File: config.mk
export PLATFORM = sky130hd
export DESIGN_NAME = ifetch_queue
export DESIGN_NICKNAME = d
export VERILOG_FILES = /design/src/rtl/ifetch_queue.sv
export SDC_FILE = /design/constraint.sdc
export NUM_CORES = 1
export LEC_CHECK = 0
export BUFFER_PORTS_ARGS = -buffer_cell sky130_fd_sc_hd__buf_2
export CORE_MARGIN = 4
export CORE_UTILIZATION = 50
export CTS_BUF_LIST = sky130_fd_sc_hd__clkbuf_8 sky130_fd_sc_hd__clkbuf_16
export CTS_CLUSTER_SIZE = 24
export DETAILED_ROUTE_END_ITERATION = 10
export PLACE_DENSITY_LB_ADDON = 0.25
export SLEW_MARGIN = 20
export SYNTH_ARGS = -nofsm -noshare
export SYNTH_HDL_FRONTEND = slang
export SYNTH_SLANG_ARGS = --single-unit
File: constraint.sdc
create_clock -name clock -period 4.6 [get_ports clock]
set_input_delay 0.69 -clock clock [delete_from_list [all_inputs] [get_ports clock]]
set_output_delay 0.69 -clock clock [all_outputs]
set_load 0.01 [all_outputs]
File: src/rtl/ifetch_queue.sv
// Instruction-fetch front end: sequential PC generation, one-outstanding memory
// handshake and a small PC/instruction FIFO feeding decode, flushed on redirect.
module ifetch_queue #(
    parameter int          DEPTH    = 4,
    parameter logic [31:0] RESET_PC = 32'h0000_0000
) (
    input  logic        clock,
    input  logic        reset,
    input  logic        redirect,
    input  logic [31:0] redirect_pc,
    output logic        mem_req,
    output logic [31:0] mem_addr,
    input  logic        mem_ack,
    input  logic [31:0] mem_rdata,
    output logic        out_valid,
    output logic [31:0] out_instr,
    output logic [31:0] out_pc,
    input  logic        out_ready
);
    localparam int          PW      = $clog2(DEPTH);
    localparam int          CW      = PW + 1;
    localparam logic [31:0] START_PC = RESET_PC & ~32'h3;

    typedef enum logic [1:0] {S_IDLE, S_WAIT, S_SQUASH} state_e;

    state_e        state_q;
    logic          mem_req_q;
    logic [31:0]   mem_addr_q;
    logic [31:0]   fetch_pc_q;
    logic [PW-1:0] head_q, tail_q;
    logic [CW-1:0] count_q, count_d;
    logic [31:0]   pc_mem_q    [DEPTH];
    logic [31:0]   instr_mem_q [DEPTH];

    logic        pop, ack, push, room;
    logic [31:0] redir_pc, pc_inc;

    assign pop      = (count_q != '0) && out_ready;
    assign ack      = mem_req_q && mem_ack;
    assign push     = (state_q == S_WAIT) && ack && !redirect;
    assign redir_pc = redirect_pc & ~32'h3;
    assign pc_inc   = fetch_pc_q + 32'd4;
    assign count_d  = redirect ? '0 : count_q + CW'(push) - CW'(pop);
    // Only issue when the response is guaranteed a slot after this edge.
    assign room     = count_d < CW'(DEPTH);

    always_ff @(posedge clock or negedge reset) begin
        if (!reset) begin
            state_q    <= S_IDLE;
            mem_req_q  <= 1'b0;
            mem_addr_q <= START_PC;
            fetch_pc_q <= START_PC;
        end else begin
            case (state_q)
                S_IDLE: begin
                    if (redirect) begin
                        fetch_pc_q <= redir_pc;
                    end else if (room) begin
                        mem_req_q  <= 1'b1;
                        mem_addr_q <= fetch_pc_q;
                        state_q    <= S_WAIT;
                    end
                end
                S_WAIT: begin
                    if (redirect) begin
                        fetch_pc_q <= redir_pc;
                        if (ack) begin
                            mem_req_q <= 1'b0;
                            state_q   <= S_IDLE;
                        end else begin
                            state_q   <= S_SQUASH;
                        end
                    end else if (ack) begin
                        fetch_pc_q <= pc_inc;
                        if (room) begin
                            mem_addr_q <= pc_inc;
                        end else begin
                            mem_req_q <= 1'b0;
                            state_q   <= S_IDLE;
                        end
                    end
                end
                S_SQUASH: begin
                    // Wrong-path request still in flight: wait out its ack, drop the data.
                    if (redirect) begin
                        fetch_pc_q <= redir_pc;
                        if (ack) begin
                            mem_req_q <= 1'b0;
                            state_q   <= S_IDLE;
                        end
                    end else if (ack) begin
                        if (room) begin
                            mem_addr_q <= fetch_pc_q;
                            state_q    <= S_WAIT;
                        end else begin
                            mem_req_q <= 1'b0;
                            state_q   <= S_IDLE;
                        end
                    end
                end
                default: begin
                    mem_req_q <= 1'b0;
                    state_q   <= S_IDLE;
                end
            endcase
        end
    end

    always_ff @(posedge clock or negedge reset) begin
        if (!reset) begin
            head_q  <= '0;
            tail_q  <= '0;
            count_q <= '0;
            for (int i = 0; i < DEPTH; i++) begin
                pc_mem_q[i]    <= '0;
                instr_mem_q[i] <= '0;
            end
        end else begin
            count_q <= count_d;
            if (redirect) begin
                head_q <= '0;
                tail_q <= '0;
            end else begin
                if (push) begin
                    pc_mem_q[tail_q]    <= fetch_pc_q;
                    instr_mem_q[tail_q] <= mem_rdata;
                    tail_q              <= tail_q + PW'(1);
                end
                if (pop) head_q <= head_q + PW'(1);
            end
        end
    end

    assign mem_req   = mem_req_q;
    assign mem_addr  = mem_addr_q;
    assign out_valid = (count_q != '0);
    assign out_instr = instr_mem_q[head_q];
    assign out_pc    = pc_mem_q[head_q];
endmodule

== Yosys cells after proc, flatten, opt, wreduce, memory -nomap -nowiden ==
Index checks and enable logic that the tools add are counted.
Storage, ports and cells
  register bits after elaboration: 330
  input port bits: 69
  output and inout port bits: 98
  word-level logic and storage cells: 105
Operators by class
  $add $sub $neg: 5
  magnitude comparators: 4
  equal/unequal tests: 14
  muxes and demuxes: 45
  bitwise operators: 3
  reductions and logical operators: 19
Operator list (number)
  $mux W32: 15
  $bwmux W128: 2
  $bmux W32 S2: 2
  $pmux W32 S3: 1
  $demux W32 S2: 1
  $pmux W32 S2: 1
  $add A32 B3 Y32 const B: 1
  $mux W2: 13
  $ne A2 B2 Y1 const B: 7
  $ne A3 B3 Y1 const B: 3
  $mux W1: 7
  $reduce_and A7 Y1: 1
  $ge A3 B3 Y1 const B: 2
  $not A2 Y3: 2
  $pmux W2 S3: 1
  $reduce_bool A2 Y1: 3
  $reduce_bool A3 Y1: 2
  $logic_and A1 B1 Y1: 5
  $reduce_and A5 Y1: 1
  $add A2 B1 Y2 const B: 2
  $ne A2 B1 Y1 const B: 2
  $reduce_and A4 Y1: 1
  $reduce_or A2 Y1: 2
  $add A3 B1 Y3: 1
  12 further kinds: 12

== Logic depth before layout (Yosys ltp) ==
  word-level depth: 11
  mapped depth: 16
  mapped depth without buffers: 15

== Worst setup path after synthesis ==
Ideal clock, no wire load.
  path type: flip-flop to flip-flop
  from: reg state_q[1]
  to: reg mem_addr_q[10] (netlist: mem_addr[10])
  library setup time: 0.125 ns
  arrival: 3.100 ns
  data required time: 4.475 ns
  setup slack: 1.375 ns
  stages on the path, launching flop included: 16
  buffers on the path: 1
  clock period less this slack: 3.225 ns
  cell sequence: dfrtp_1 > inv_1 > ha_1 > inv_1 > nor3_2 > inv_1 > ha_1 > inv_1 > ha_1 > inv_1 > fa_1 > xnor3_1 > a31oi_1 > a21oi_1 > buf_2 > mux2_2
On the way
  cells in the longest elaborated chain, start to end: 11
  elaborated cells on any way between the ends: 22
  those cells by class: add/sub: 2; order compare: 1; eq/ne: 8; mux: 6; reduce/logical: 5
RTL lines
  from (decl): RTL line 26  | state_e state_q;
  from (signal assigned): RTL line 49  | state_q <= S_IDLE;
  from (signal assigned): RTL line 61  | state_q <= S_WAIT;
  from (signal assigned): RTL line 69  | state_q <= S_IDLE;
  $eq A2 B1 Y1: RTL line 40, 54
  $logic_and A1 B1 Y1 (2 in a row): RTL line 40  | assign push = (state_q == S_WAIT) && ack && !redirect;
  $add A3 B1 Y3: RTL line 43  | assign count_d = redirect ? '0 : count_q + CW'(push) - CW'(pop);
  $sub A3 B1 Y3: RTL line 43
  $mux W3: RTL line 43
  $lt A3 B3 Y1: RTL line 45  | assign room = count_d < CW'(DEPTH);
  $mux W32 (3 in a row)
  $pmux W32 S3: RTL line 54  | case (state_q)
  to (signal assigned): RTL line 60  | mem_addr_q <= fetch_pc_q;
  to (signal assigned): RTL line 76  | mem_addr_q <= pc_inc;
  to (signal assigned): RTL line 93  | mem_addr_q <= fetch_pc_q;
  to (decl): RTL line 28  | logic [31:0] mem_addr_q;
Parallel ways exist; a longest one is shown, timed or not. The select of a mux whose other input is x is not followed.
A chain may end at the register's enable or synchronous reset.

== Worst setup path after layout ==
  from: reg state_q[1]
  to: reg mem_addr_q[24] (netlist: mem_addr[24])
Same word-level chain as after synthesis.

==> report_table.html <==
<table>
<tr><th>Metric</th><th>Value</th></tr>
<tr><th colspan="2">Die</th></tr>
<tr><td>Die Outline Area</td><td>32600 sq um</td></tr>
<tr><td>Count of standard-cell rows</td><td>62</td></tr>
<tr><td>DIE WIDTH</td><td>181 um</td></tr>
<tr><td>Boundary Pins</td><td>167</td></tr>
<tr><td>Area of the placeable core</td><td>29000 sq um</td></tr>
<tr><td>Starting utilization of the core area</td><td>51.4%</td></tr>
<tr><td>Die Ht</td><td>181 um</td></tr>
<tr><th colspan="2">Global routing</th></tr>
<tr><td>Met1 global-route usage</td><td>29.9%</td></tr>
<tr><td>Most Used Layer, Global Route</td><td>met2</td></tr>
<tr><td>Grt met2 use</td><td>33.0%</td></tr>
<tr><td>First-pass GRT wire length</td><td>55200 um</td></tr>
<tr><td>Antenna violations before repair</td><td>1</td></tr>
<tr><td>Global-route congestion overflow total</td><td>0</td></tr>
<tr><td>Pin count of the biggest net entering global routing</td><td>99</td></tr>
<tr><td>Met3 global-route usage</td><td>4.24%</td></tr>
<tr><td>Vias in the first global route</td><td>9989</td></tr>
<tr><td>Overall fraction of global-route tracks in use</td><td>20.8%</td></tr>
<tr><th colspan="2">STA</th></tr>
<tr><td>Setup TNS Final</td><td>0 ps</td></tr>
<tr><td>Worst slew slack as a fraction of its limit</td><td>23.5%</td></tr>
<tr><td>Final critical delay including setup and external delays</td><td>3700 ps</td></tr>
<tr><td>Hold violation total from the final report</td><td>0</td></tr>
<tr><td>Final-report setup violation count</td><td>0</td></tr>
<tr><td>Setup repair after global routing missed its margin</td><td>false</td></tr>
<tr><td>Worst-case clock skew</td><td>18.1 ps</td></tr>
<tr><td>Tcrit/Tclk final</td><td>80.3%</td></tr>
<tr><td>Worst hold slack after final layout</td><td>208 ps</td></tr>
<tr><td>Highest clock rate</td><td>271 MHz</td></tr>
<tr><td>Worst-margin pin slew</td><td>1140 ps</td></tr>
<tr><td>Number of slew-limit violations in the final report</td><td>0</td></tr>
<tr><th colspan="2">Clock tree</th></tr>
<tr><td>Post-cts resize count</td><td>0</td></tr>
<tr><td>Root Buffer</td><td>clkbuf_16</td></tr>
<tr><td>CTS Buf Count</td><td>36</td></tr>
<tr><td>Clock sink count</td><td>318</td></tr>
<tr><td>Hold Buf Count CTS</td><td>0</td></tr>
<tr><td>Max H-tree Level</td><td>2</td></tr>
<tr><td>Clock-pin transition on the worst setup and hold timing paths</td><td>60 ps</td></tr>
<tr><td>Clock tree from TritonCTS</td><td>done</td></tr>
<tr><td>Maximum clock path buffer count</td><td>3</td></tr>
<tr><td>Clock network latency to the later pin of the worst-skew pair</td><td>510 ps</td></tr>
<tr><td>Setup fix buffers added after clock tree synthesis</td><td>0</td></tr>
<tr><th colspan="2">Drt</th></tr>
<tr><td>Total vias in the final route</td><td>9609</td></tr>
<tr><td>Number of iterations in the first detailed-routing pass</td><td>5</td></tr>
<tr><td>Routed wire length per instance</td><td>20.5 um</td></tr>
<tr><td>Remaining antenna violation count</td><td>0</td></tr>
<tr><td>DRC violations left</td><td>0</td></tr>
<tr><td>Final wirelength</td><td>33700 um</td></tr>
<tr><td>Detailed Route Iter0 Violations</td><td>603</td></tr>
<tr><td>Vias/cell</td><td>5.84</td></tr>
<tr><th colspan="2">Synth</th></tr>
<tr><td>Leading area contributor after synthesis</td><td>dfrtp_1</td></tr>
<tr><td>Ys flop type</td><td>dfrtp_1</td></tr>
<tr><td>Sequential-to-total area share from yosys stat</td><td>53.4%</td></tr>
<tr><td>Cell count after synthesis</td><td>1120</td></tr>
<tr><td>Number of distinct library cell variants in the gate-level netlist after synthesis</td><td>52</td></tr>
<tr><td>Share of synthesized registers carrying an async set or reset</td><td>100%</td></tr>
<tr><td>Syn. warnings</td><td>0</td></tr>
<tr><td>Count of flip-flops with a built-in enable after synthesis</td><td>0</td></tr>
<tr><td>Synthesized area</td><td>14900 sq um</td></tr>
<tr><td>Top post-synthesis cells by area</td><td>dfrtp_1 53%, mux2_2 18%, mux4_2 9.4%</td></tr>
<tr><td>Top cell type's share of synthesized area</td><td>53.4%</td></tr>
<tr><td>Post-synthesis register bit count</td><td>318</td></tr>
<tr><td>Mean post-synth cell area</td><td>13.3 sq um</td></tr>
<tr><th colspan="2">Worst setup path</th></tr>
<tr><td>Cell at the slowest stage of the critical path</td><td>a21oi_4</td></tr>
<tr><td>Data required time of the critical path</td><td>5040 ps</td></tr>
<tr><td>Library cell appearing most often on the critical path</td><td>inv_1</td></tr>
<tr><td>Critical path endpoint category</td><td>register</td></tr>
<tr><td>Arrival time reported for the critical path endpoint</td><td>4130 ps</td></tr>
<tr><td>Type of the setup path with the least slack</td><td>reg2reg</td></tr>
<tr><td>Worst path max stage delay</td><td>480 ps</td></tr>
<tr><td>Maximum fanout along the worst path</td><td>20</td></tr>
<tr><td>Startpoint type of the worst setup path</td><td>register</td></tr>
<tr><td>Critical path, cell by cell</td><td>inv_1 -&gt; ha_1 -&gt; inv_1 -&gt; nor3_2 -&gt; buf_4 -&gt; inv_1 -&gt; ha_1 -&gt; inv_1 -&gt; ha_1 -&gt; inv_1 -&gt; fa_1 -&gt; xnor3_1 -&gt; a31oi_1 -&gt; a21oi_4 -&gt; buf_4 -&gt; nor2_1 -&gt; a21oi_1</td></tr>
<tr><th colspan="2">Placement</th></tr>
<tr><td>Count of port buffers added during placement</td><td>160</td></tr>
<tr><td>Routability cong.</td><td>0.830</td></tr>
<tr><td>DP HPWL</td><td>20600 um</td></tr>
<tr><th colspan="2">Cells and area</th></tr>
<tr><td>Layout net count</td><td>1320</td></tr>
<tr><td>Fraction of layout cells with a size suffix above 1</td><td>43.9%</td></tr>
<tr><td>Util after Layout</td><td>59.2%</td></tr>
<tr><td>Layout filler cell count</td><td>2364</td></tr>
<tr><td>Diodes inserted</td><td>0</td></tr>
<tr><td>Seq. cell area</td><td>7960 sq um</td></tr>
<tr><td>Most used cells in the layout excluding fill and tap cells</td><td>316 x dfrtp_1, 243 x mux2_2, 159 x buf_2</td></tr>
<tr><td>Combined area of the multi-input logic cells</td><td>6490 sq um</td></tr>
<tr><td>Area growth from synthesis to layout</td><td>15.2%</td></tr>
<tr><td>Most common cell after layout, fill and taps aside</td><td>dfrtp_1</td></tr>
<tr><th colspan="2">Status</th></tr>
<tr><td>Result of the run</td><td>completed</td></tr>
<tr><th colspan="2">Power and ir drop</th></tr>
<tr><td>Leak</td><td>0.00815 uW</td></tr>
<tr><td>Maximum vdd drop</td><td>0.000307 V</td></tr>
<tr><td>Power per standard cell area</td><td>608 nW/um^2</td></tr>
<tr><th colspan="2">Job</th></tr>
<tr><td>Total of max-cap violations</td><td>0</td></tr>
<tr><th colspan="2">Worst hold path</th></tr>
<tr><td>Path category of the worst min-delay check</td><td>in2async</td></tr>
</table>
==> power by group <==
| part | internal, uW | total (uW) | switching [uW] |
|---|---|---|---|
| registers | 3440 | 4170 | 724 |
| logic | 1650 | 3370 | 1720 |
| clock network | 1800 | 2880 | 1090 |
==> cell families after synthesis <==
| family | after synthesis | share of synthesized area (%) |
|---|---|---|
| buffers and inverters | 111 | 3.44 |
| AOI/OAI and AO/OA | 133 | 5.52 |
| DFF | 318 | 53.4 |
| muxes | 308 | 27.9 |
| other | 1 | 0.0252 |
| and+or+nand+nor | 205 | 6.64 |
| xor gates and xnor gates | 32 | 1.97 |
| adders and majority gates | 12 | 1.06 |
==> flip-flops by register name, summed over array words and instances, names as in the netlist <==
signal / cells
mem_addr: 30
state_q: 2
count_q: 3
fetch_pc_q: 30
instr_mem_q: 128
head_q: 2
pc_mem_q: 120
tail_q: 2
mem_req: 1
==> worst max-delay path: cells and delay by family, from the launching register on <==
kind / cells / cell delay [ps]
buffers and inverters: 7 / 940
adders and majority gates: 4 / 940
AOI/OAI and AO/OA: 3 / 710
DFF: 1 / 440
xor gates and xnor gates: 1 / 340
and+or+nand+nor: 2 / 260
==> per-layer routing <==
metal | share of wire [%] | up-vias
met5 | 0.039 | -
met4 | 1.7 | 2
met2 | 47 | 283
li1 | - | 4310
met3 | 6.0 | 48
met1 | 45 | 4966
==> cell type report <==
cell class                      instances  share of cell area (%)
Clock buffer                           45                    6.04
Clock inverter                         14                   0.933
Inverter                               13                   0.284
Multi-Input combinational cell        694                    37.8
Sequential cell                       318                    46.4
Tap cell                              384                    2.80
Timing Repair Buffer                  176                    5.72
==> per-stage QoR <==
step / total power, uW / std cells / setup slack (ps) / cell area, sq um
after detailed placement: 7620 / 1585 / 827 / 16000
after floorplan: 6420 / 1123 / 1370 / 14900
final: 10400 / 1644 / 904 / 17200
after global routing: 11100 / 1644 / 628 / 17200
after CTS: 10600 / 1644 / 908 / 17200
after global placement: 7530 / 1585 / 923 / 16000
==> Yosys cell counts, drive strengths merged, types with 5 or more instances <==
cell type,n
xnor2,10
or3,5
dfrtp,318
inv,13
xor2,21
o22a,9
o21ai,26
nor2,74
buf,62
a2bb2oi,5
ha,11
nor3,15
nand4,19
mux2,243
nand3,23
clkbuf,36
a31oi,7
and3,8
a21oi,56
nand2,50
mux4,62
o22ai,6
==> final timing paths <==
path | start | endpoint | slack (ps) | cells past startpoint
max in group asynchronous | reset | head_q[0] | 3390 | 2
min | reset | instr_mem_q[116] | 210 | 1
max | state_q[1] | mem_addr[24] | 900 | 17
min reg2reg | pc_mem_q[30] | pc_mem_q[30] | 480 | 2
min in group clock | redirect_pc[24] | fetch_pc_q[24] | 460 | 3
max reg2reg | state_q[1] | mem_addr[24] | 900 | 17
No activity file was read; power rests on OpenSTA's default activity.
